--- src/rtl/mem_port_arbiter.sv ---
// Round-robin arbiter sharing one single-port RAM between three masters; read data is returned with a one-hot valid tag.
// Latency: grant is combinational in the request cycle; rvalid follows the grant by RD_LAT cycles. Backpressure: a master holds req until gnt; reads never stall.
// Optional `MEM_ARB_LOCK_EN adds a per-master lock input that lets the current owner keep the port for bursts.
module mem_port_arbiter #(
    parameter int ADDR_W = 16,
    parameter int DATA_W = 8,
    parameter int RD_LAT = 1
) (
    input  logic                  clk,
    input  logic                  rst_n,
    input  logic [2:0]            req,
    input  logic [2:0]            we,
    input  logic [3*ADDR_W-1:0]   addr,
    input  logic [3*DATA_W-1:0]   wdata,
`ifdef MEM_ARB_LOCK_EN
    input  logic [2:0]            lock,
`endif
    output logic [2:0]            gnt,
    output logic [2:0]            rvalid,
    output logic [DATA_W-1:0]     rdata,
    output logic                  ram_en,
    output logic                  ram_we,
    output logic [ADDR_W-1:0]     ram_addr,
    output logic [DATA_W-1:0]     ram_din,
    input  logic [DATA_W-1:0]     ram_dout
);

    logic [1:0]        r_last;
    logic [ADDR_W-1:0] r_addr_q;
    logic [DATA_W-1:0] r_din_q;
    logic [2:0]        r_tag [RD_LAT];

    logic              w_any;
    logic [1:0]        w_sel;
    logic [1:0]        w_cand;
    logic [2:0]        w_tag_in;

`ifdef MEM_ARB_LOCK_EN
    logic              r_lock_vld;
    logic [1:0]        r_lock_own;
`endif

    function automatic logic [1:0] rr_next(input logic [1:0] p);
        return (p == 2'd2) ? 2'd0 : p + 2'd1;
    endfunction

    // Search starts one past the last winner; the first requester found wins.
    always_comb begin
        w_any  = 1'b0;
        w_sel  = 2'd0;
        w_cand = rr_next(r_last);
        for (int k = 0; k < 3; k++) begin
            if (!w_any && req[w_cand]) begin
                w_any = 1'b1;
                w_sel = w_cand;
            end
            w_cand = rr_next(w_cand);
        end
`ifdef MEM_ARB_LOCK_EN
        if (r_lock_vld && req[r_lock_own] && lock[r_lock_own]) begin
            w_any = 1'b1;
            w_sel = r_lock_own;
        end
`endif
        if (!rst_n) begin
            w_any = 1'b0;
        end
    end

    // Idle cycles replay the last address/data so the RAM pins stay quiet.
    always_comb begin
        gnt      = w_any ? (3'b001 << w_sel) : 3'b000;
        ram_en   = w_any;
        ram_we   = w_any & we[w_sel];
        ram_addr = w_any ? addr[w_sel*ADDR_W +: ADDR_W]  : r_addr_q;
        ram_din  = w_any ? wdata[w_sel*DATA_W +: DATA_W] : r_din_q;
        w_tag_in = gnt & {3{~ram_we}};
        rvalid   = r_tag[RD_LAT-1];
        rdata    = ram_dout;
    end

    always_ff @(posedge clk or negedge rst_n) begin
        if (!rst_n) begin
            r_last   <= 2'd2;
            r_addr_q <= '0;
            r_din_q  <= '0;
        end else if (w_any) begin
            r_last   <= w_sel;
            r_addr_q <= ram_addr;
            r_din_q  <= ram_din;
        end
    end

    always_ff @(posedge clk or negedge rst_n) begin
        if (!rst_n) begin
            for (int i = 0; i < RD_LAT; i++) begin
                r_tag[i] <= 3'b000;
            end
        end else begin
            r_tag[0] <= w_tag_in;
            for (int i = 1; i < RD_LAT; i++) begin
                r_tag[i] <= r_tag[i-1];
            end
        end
    end

`ifdef MEM_ARB_LOCK_EN
    // Lock survives only while the owner keeps both req and lock high.
    always_ff @(posedge clk or negedge rst_n) begin
        if (!rst_n) begin
            r_lock_vld <= 1'b0;
            r_lock_own <= 2'd0;
        end else begin
            r_lock_vld <= w_any & lock[w_sel];
            r_lock_own <= w_sel;
        end
    end
`endif

endmodule
--- config.mk ---
export PLATFORM = sky130hd
export DESIGN_NAME = mem_port_arbiter
export DESIGN_NICKNAME = d
export VERILOG_FILES = /design/src/rtl/mem_port_arbiter.sv
export SDC_FILE = /design/constraint.sdc
export NUM_CORES = 1
export LEC_CHECK = 0
export ABC_AREA = 1
export BUFFER_PORTS_ARGS = -buffer_cell sky130_fd_sc_hd__buf_2
export CAP_MARGIN = 5
export CORE_UTILIZATION = 35
export DETAILED_ROUTE_END_ITERATION = 8
export GPL_ROUTABILITY_DRIVEN = 0
export HOLD_SLACK_MARGIN = 0.1
export PLACE_DENSITY = 0.63
export SETUP_SLACK_MARGIN = 0.15
export SYNTH_ARGS = -nofsm -noshare
export SYNTH_HDL_FRONTEND = slang
export SYNTH_SLANG_ARGS = --single-unit
--- constraint.sdc ---
create_clock -name clk -period 2.25 [get_ports clk]
set_clock_uncertainty 0.05 [all_clocks]
set_input_delay 0.45 -clock clk [delete_from_list [all_inputs] [get_ports clk]]
set_output_delay 0.45 -clock clk [all_outputs]
set_load 0.01 [all_outputs]
==> results_dict.tcl, run 1 <==
set metrics [dict create \
    p_leak_nw 2.14 \
    finalInstanceArea_sq_um 3630 \
    regArea_sq_um 727 \
    regToRegSetupSlack_ns -0.21 \
    fin_tns_setup_ns -13.39 \
    cts_sinks 29 \
    p_per_area_nw_per_um2 1510 \
    slew_viol_final 0 \
    grt_pass1_wl_mm 8.98 \
    ant_nets 0 \
    clock_latency_ns 0.27 \
    grt_max_degree 30 \
    clkTransAtPathRegs_ns 0.07 \
    die_w_um 82.0 \
    hold_buffers 0 \
    period_minus_slack_ns 2.78 \
    max_freq_mhz 360 \
    crit_chain "buf_4 -> nand2_1 -> nand3_4 -> nand4_1 -> nand2_4 -> nor2_8 -> buf_6 -> buf_12 -> o211ai_1 -> nand2_1 -> buf_2" \
    p_sw_mw 2.39 \
    slew_headroom_pct 75.0 \
    crit_top_cell "nand2_1" \
    vias 2511 \
    setup_viol 30 \
    worstPathMaxFanout 10 \
    worst_slack_ns -0.526 \
    switching_share_pct 43.7 \
    outcome "complete, but fails checks" \
    hold_path_class "in -> async" \
    start_kind "flip-flop" \
    place_area_sq_um 3040 \
    postSynthCellCount 322 \
    synth.most_common_cell "nand2_1" \
    grt_remaining_overflow 0 \
    drive_above_1_share_pct 49.4 \
    root_buffer "clkbuf_8" \
    post-route-period-util_pct 123 \
    wl_per_cell_um 12.0 \
    die_area_sq_um 6720 \
    drv_cap 0 \
    dr.pass1.iters 4 \
    yosysWarnings 0 \
    seq_power_share_pct 15.9 \
    grt_pass1_vias 2112 \
    synth_top_area_cell "dfrtp_1" \
    grt_use_total_pct 17.6 \
    ys_ff_latch 29 \
    port_buffers 111 \
    synthArstFlopShare_pct 100 \
    max_stage_delay_ns 0.62 \
    clkPwrFrac_pct 10.2 \
    num_rows 28 \
    core_sq_um 6060 \
    peakVddDrop_mv 0.889 \
    drt_iter0_drc 83 \
    antenna_found_initial 0 \
    rsz0062_at_grt "yes" \
    syn_area_per_cell_sq_um 6.95 \
    cts_buffer_depth 2 \
    p_comb_share_pct 73.9 \
    ys_seq_area_share_pct 32.5 \
    arrival_ns 2.28 \
    cts-htree-levels 2 \
    dp_hpwl_mm 4.51 \
    synth_common_cells "nand2_1, inv_1, dfrtp_1, nand3_1, o211ai_1" \
    io_pins 128 \
    hold_slack_ns 0.196 \
    cts_tree "yes" \
    diodes 0 \
    hold_viol_final 0 \
    fillCellCount 558 \
    r2r.worst_path.cells 15 \
    synthTopCellsByArea "dfrtp_1, nand2_1, inv_1, o211ai_2, o21ai_2" \
    viasPerCell 4.51 \
    ys_types 25 \
    end_kind "output port" \
    cp.required_ns 1.75 \
    violations "setup timing" \
    multi_input_area_sq_um 1230 \
    synth_top_area_share_pct 31.3 \
    chipHeight_um 82.0 \
    synth_edf_count 0 \
    syn_area_sq_um 2240 \
    synth_fp_nets 410 \
    worstMarginPinSlew_ns 0.374 \
    intPower_mw 3.08 \
    initial_core_util_pct 36.9 \
    num-nets-final 569 \
    numCtsBuffers 5 \
    drt_wl_total_mm 6.66 \
    crit_type "reg -> out" \
    slowest_stage "dfstp_2" \
    drc 0 \
    area_delta_synth_final_pct 62.2 \
    synthFlopType "dfrtp_1" \
]
## what timing repair did
action / CTS / global route
pin swaps: 3 / 20
setup endpoints to repair: 29 / 35
resized for setup: 15 / 28
cloned: 0 / 5
setup buffers: 8 / 18
endpoints found under the hold margin: 0 / 0
## worst paths after layout
| check | endpoint | from |
|---|---|---|
| min in group clk | r_din_q[6] | wdata[22] |
| worst min register to register | r_din_q[6] | r_din_q[6] |
| worst min-delay path | r_din_q[0] | rst_n |
| worst max-delay path | ram_din[0] | r_last[1] |
| max in group asynchronous | r_last[1] | rst_n |
| worst max register to register | r_addr_q[1] | r_last[1] |
## critical path, delay by kind of cell (launching register included)
| kind | cells | cell delay (ns) |
|---|---|---|
| compound gates | 1 | 0.11 |
| buf+inv | 4 | 0.54 |
| flops | 1 | 0.62 |
| simple gates | 6 | 0.74 |
## layout make-up
cell class	count	share of cell area, %
Tap cell	75	2.58
Sequential cell	29	20.0
Multi-Input combinational cell	198	34.0
Clock inverter	1	0.827
Clock buffer	7	2.38
Timing Repair Buffer	168	31.7
Inverter	79	8.51
## through the flow
step | cells | util, % | power [mW] | setup slack [ns]
final | 557 | 59.9 | 5.47 | -0.526
after global routing | 557 | 59.9 | 5.91 | -0.619
after global placement | 518 | 50.1 | 3.85 | -0.181
after CTS | 534 | 53.9 | 4.66 | -0.402
after floorplan | 322 | - | 2.78 | 0.119
after detailed placement | 518 | 50.1 | 3.89 | -0.193
## flip-flops by register name (all words and copies together), names as in the netlist
signal and flops:
rvalid 3, r_addr_q 16, r_din_q 8, r_last 2
## per-layer routing
metal	vias up	global-route usage, %	routed length (um)
met5	-	0	0
met2	76	32.6	3480
met1	1135	20.4	2770
li1	1294	-	-
met4	0	4.21	65
met3	6	3.56	350
## placed cells by master, fill, tap and decap left out, types with 6 or more instances in the layout
cell type    n
clkbuf_8     6
buf_4       42
o21ai_1      9
nand2_2     14
o21ai_2     13
dfrtp_1     28
buf_12       7
o211ai_1    11
inv_1       73
buf_6        8
nand2_1     99
o211ai_2    10
buf_2      108
nand3_1     12
## power by group through the flow
stage                     registers [mW]  clock network, mW  logic, mW
after floorplan                    0.866                  0       1.92
after global placement             0.865                  0       2.98
after detailed placement           0.868                  0       3.03
after CTS                          0.859              0.570       3.23
after global routing               0.895              0.601       4.42
final                              0.868              0.558       4.04
## cells by family (layout without fill, tap and decap cells)
group	count (synthesis)	in the layout	share of synthesized area [%]
compound gates	45	45	16.3
buf+inv	98	255	19.9
simple gates	150	153	31.3
flops	29	29	32.5
Power figures use the tool's default switching activity.
==> inputs of run 2 (changes only) <==
--- a/config.mk
+++ b/config.mk
@@ -8,11 +8,13 @@
 export ABC_AREA = 1
 export BUFFER_PORTS_ARGS = -buffer_cell sky130_fd_sc_hd__buf_2
 export CAP_MARGIN = 5
-export CORE_UTILIZATION = 35
+export CELL_PAD_IN_SITES_DETAIL_PLACEMENT = 0
+export CELL_PAD_IN_SITES_GLOBAL_PLACEMENT = 1
+export CORE_UTILIZATION = 30
 export DETAILED_ROUTE_END_ITERATION = 8
 export GPL_ROUTABILITY_DRIVEN = 0
 export HOLD_SLACK_MARGIN = 0.1
-export PLACE_DENSITY = 0.63
+export PLACE_DENSITY = 0.79
 export SETUP_SLACK_MARGIN = 0.15
 export SYNTH_ARGS = -nofsm -noshare
 export SYNTH_HDL_FRONTEND = slang
==> results_dict.tcl, run 2 (synthesis gave the netlist of run 1 again) <==
set metrics [dict create \
    peakVddDrop_mv 0.585 \
    slew_viol_final 0 \
    largest_register_ffs 16 \
    cts_tree "yes" \
    arrival_ns 2.22 \
    root_buffer "clkbuf_8" \
    dr.pass1.iters 4 \
    drc 0 \
    num_rows 31 \
    clkTransAtPathRegs_ns 0.07 \
    grt_use_total_pct 16.2 \
    worstPathMaxFanout 8 \
    chipHeight_um 88.4 \
    violations "setup timing" \
    hold_path_class "in -> async" \
    hold_viol_final 0 \
    drt_iter0_drc 54 \
    p_per_area_nw_per_um2 1450 \
    viasPerCell 4.25 \
    max_freq_mhz 368 \
    final_cell_mix "buf_2, nand2_1, inv_1, buf_4, dfrtp_1" \
    io_pins 128 \
    placed_cells 559 \
    diodes 0 \
    wl_per_cell_um 11.2 \
    regArea_sq_um 727 \
    clock_latency_ns 0.28 \
    cp.required_ns 1.75 \
    die_w_um 88.4 \
    worstMarginPinSlew_ns 0.386 \
    cts-htree-levels 2 \
    fin_util_pct 50.5 \
    grt_pass1_wl_mm 9.74 \
    drive_above_1_share_pct 52.0 \
    die_area_sq_um 7810 \
    cts_buffer_depth 2 \
    ant_nets 0 \
    worst_slack_ns -0.470 \
    grt_max_degree 30 \
    regMostFlops "r_addr_q" \
    initial_core_util_pct 31.0 \
    core_sq_um 7210 \
    slowest_stage "dfstp_2" \
    fin_tns_setup_ns -12.40 \
    top_usage_layer "met2" \
    setup.worst_path.end "ram_addr[9]" \
    max_stage_delay_ns 0.63 \
    num-nets-final 568 \
    slew_headroom_pct 74.3 \
    vias 2465 \
    multi_input_area_sq_um 1210 \
    period_minus_slack_ns 2.72 \
    crit_start "r_last[1]" \
    rsz0062_at_grt "yes" \
    end_kind "output port" \
    area_delta_synth_final_pct 62.7 \
    grt_remaining_overflow 0 \
    instances_no_fill 580 \
    grt_pass1_vias 2220 \
    crit_top_cell "nand2_2" \
    setup_viol 30 \
    p_total_mw 5.28 \
    p_leak_nw 2.15 \
    gr-usage-met3_pct 3.64 \
    regToRegSetupSlack_ns -0.33 \
    drt_wl_total_mm 6.50 \
    final_common_cell "buf_2" \
    regToRegEndpoint "r_addr_q[1]" \
    numCtsBuffers 5 \
    outcome "complete, but fails checks" \
    drv_cap 0 \
    met2_usage_pct 29.4 \
    r2r_start "r_last[1]" \
    start_kind "flip-flop" \
    gr-usage-met1_pct 18.9 \
    r2r.worst_path.cells 16 \
    fillCellCount 737 \
    hold_buffers 0 \
    crit_chain "inv_2 -> nand3_2 -> nand2_2 -> nor2_4 -> nand2_2 -> nand2_2 -> nand2_2 -> nand2_4 -> nand2_8 -> clkbuf_16 -> o21ai_2 -> inv_1 -> nand2_1 -> buf_6" \
    dp_hpwl_mm 4.75 \
    crit_type "reg -> out" \
    port_buffers 111 \
    post-route-period-util_pct 121 \
    cts_sinks 29 \
    antenna_found_initial 0 \
]
## run 2: changes by cell type in the layout (fill, tap and decap cells not counted), moves of 2 or more
cell	before	now
nand2_2	14	17
inv_2	4	6
o21ai_2	13	18
nand2_8	5	1
o21ai_4	0	2
o21ai_0	2	4
nand3_2	3	5
buf_4	42	46
inv_1	73	71
nand2_1	99	96
o21ai_1	9	0
## run 2: power breakdown
group | internal [mW] | switching (mW) | total, mW
logic | 1.84 | 1.99 | 3.84
registers | 0.783 | 0.0884 | 0.872
clock network | 0.361 | 0.209 | 0.570
total | 2.99 | 2.29 | 5.28
## run 2: stage by stage
| stage | area, sq um | hold WS, ns | worst slack, ns |
|---|---|---|---|
| 2_1_floorplan | 2260 | 0.104 | 0.119 |
| 3_3_place_gp | 3210 | 0.433 | -0.0999 |
| 3_5_place_dp | 3210 | 0.433 | -0.141 |
| 4_1_cts | 3410 | 0.184 | -0.423 |
| 5_1_grt | 3640 | 0.200 | -0.614 |
| 6_report | 3640 | 0.179 | -0.470 |
## run 2: critical path, delay by kind of cell (launching register included)
family	cells	cell delay (ns)
compound gates	1	0.10
buf+inv	4	0.41
flops	1	0.63
simple gates	9	0.78
## run 2: worst min-delay path by stage
stage                start           to  slack, ns  cells after the start
2_1_floorplan        rst_n  r_addr_q[0]       0.10                      0
3_3_place_gp   r_addr_q[3]  r_addr_q[3]       0.43                      2
3_5_place_dp   r_addr_q[7]  r_addr_q[7]       0.43                      2
4_1_cts              rst_n    rvalid[1]       0.18                      2
5_1_grt              rst_n    rvalid[1]       0.20                      2
6_report             rst_n   r_din_q[6]       0.18                      2
## run 2: final cells by class
type | count | area share (%)
Clock buffer | 7 | 2.37
Clock inverter | 1 | 0.824
Inverter | 79 | 8.35
Multi-Input combinational cell | 195 | 33.4
Sequential cell | 29 | 20.0
Tap cell | 99 | 3.40
Timing Repair Buffer | 170 | 31.7
## run 2: what timing repair did
action	4_1_cts	5_1_grt
pin swaps	5	8
buffers inserted	5	6
setup endpoints to repair	29	30
resized for setup	11	37
gates cloned	0	2
## run 2: per-layer routing
metal	vias to the layer above	wire [um]
met5	-	0
met4	0	55
met3	5	283
met2	61	3390
met1	1109	2770
li1	1290	-
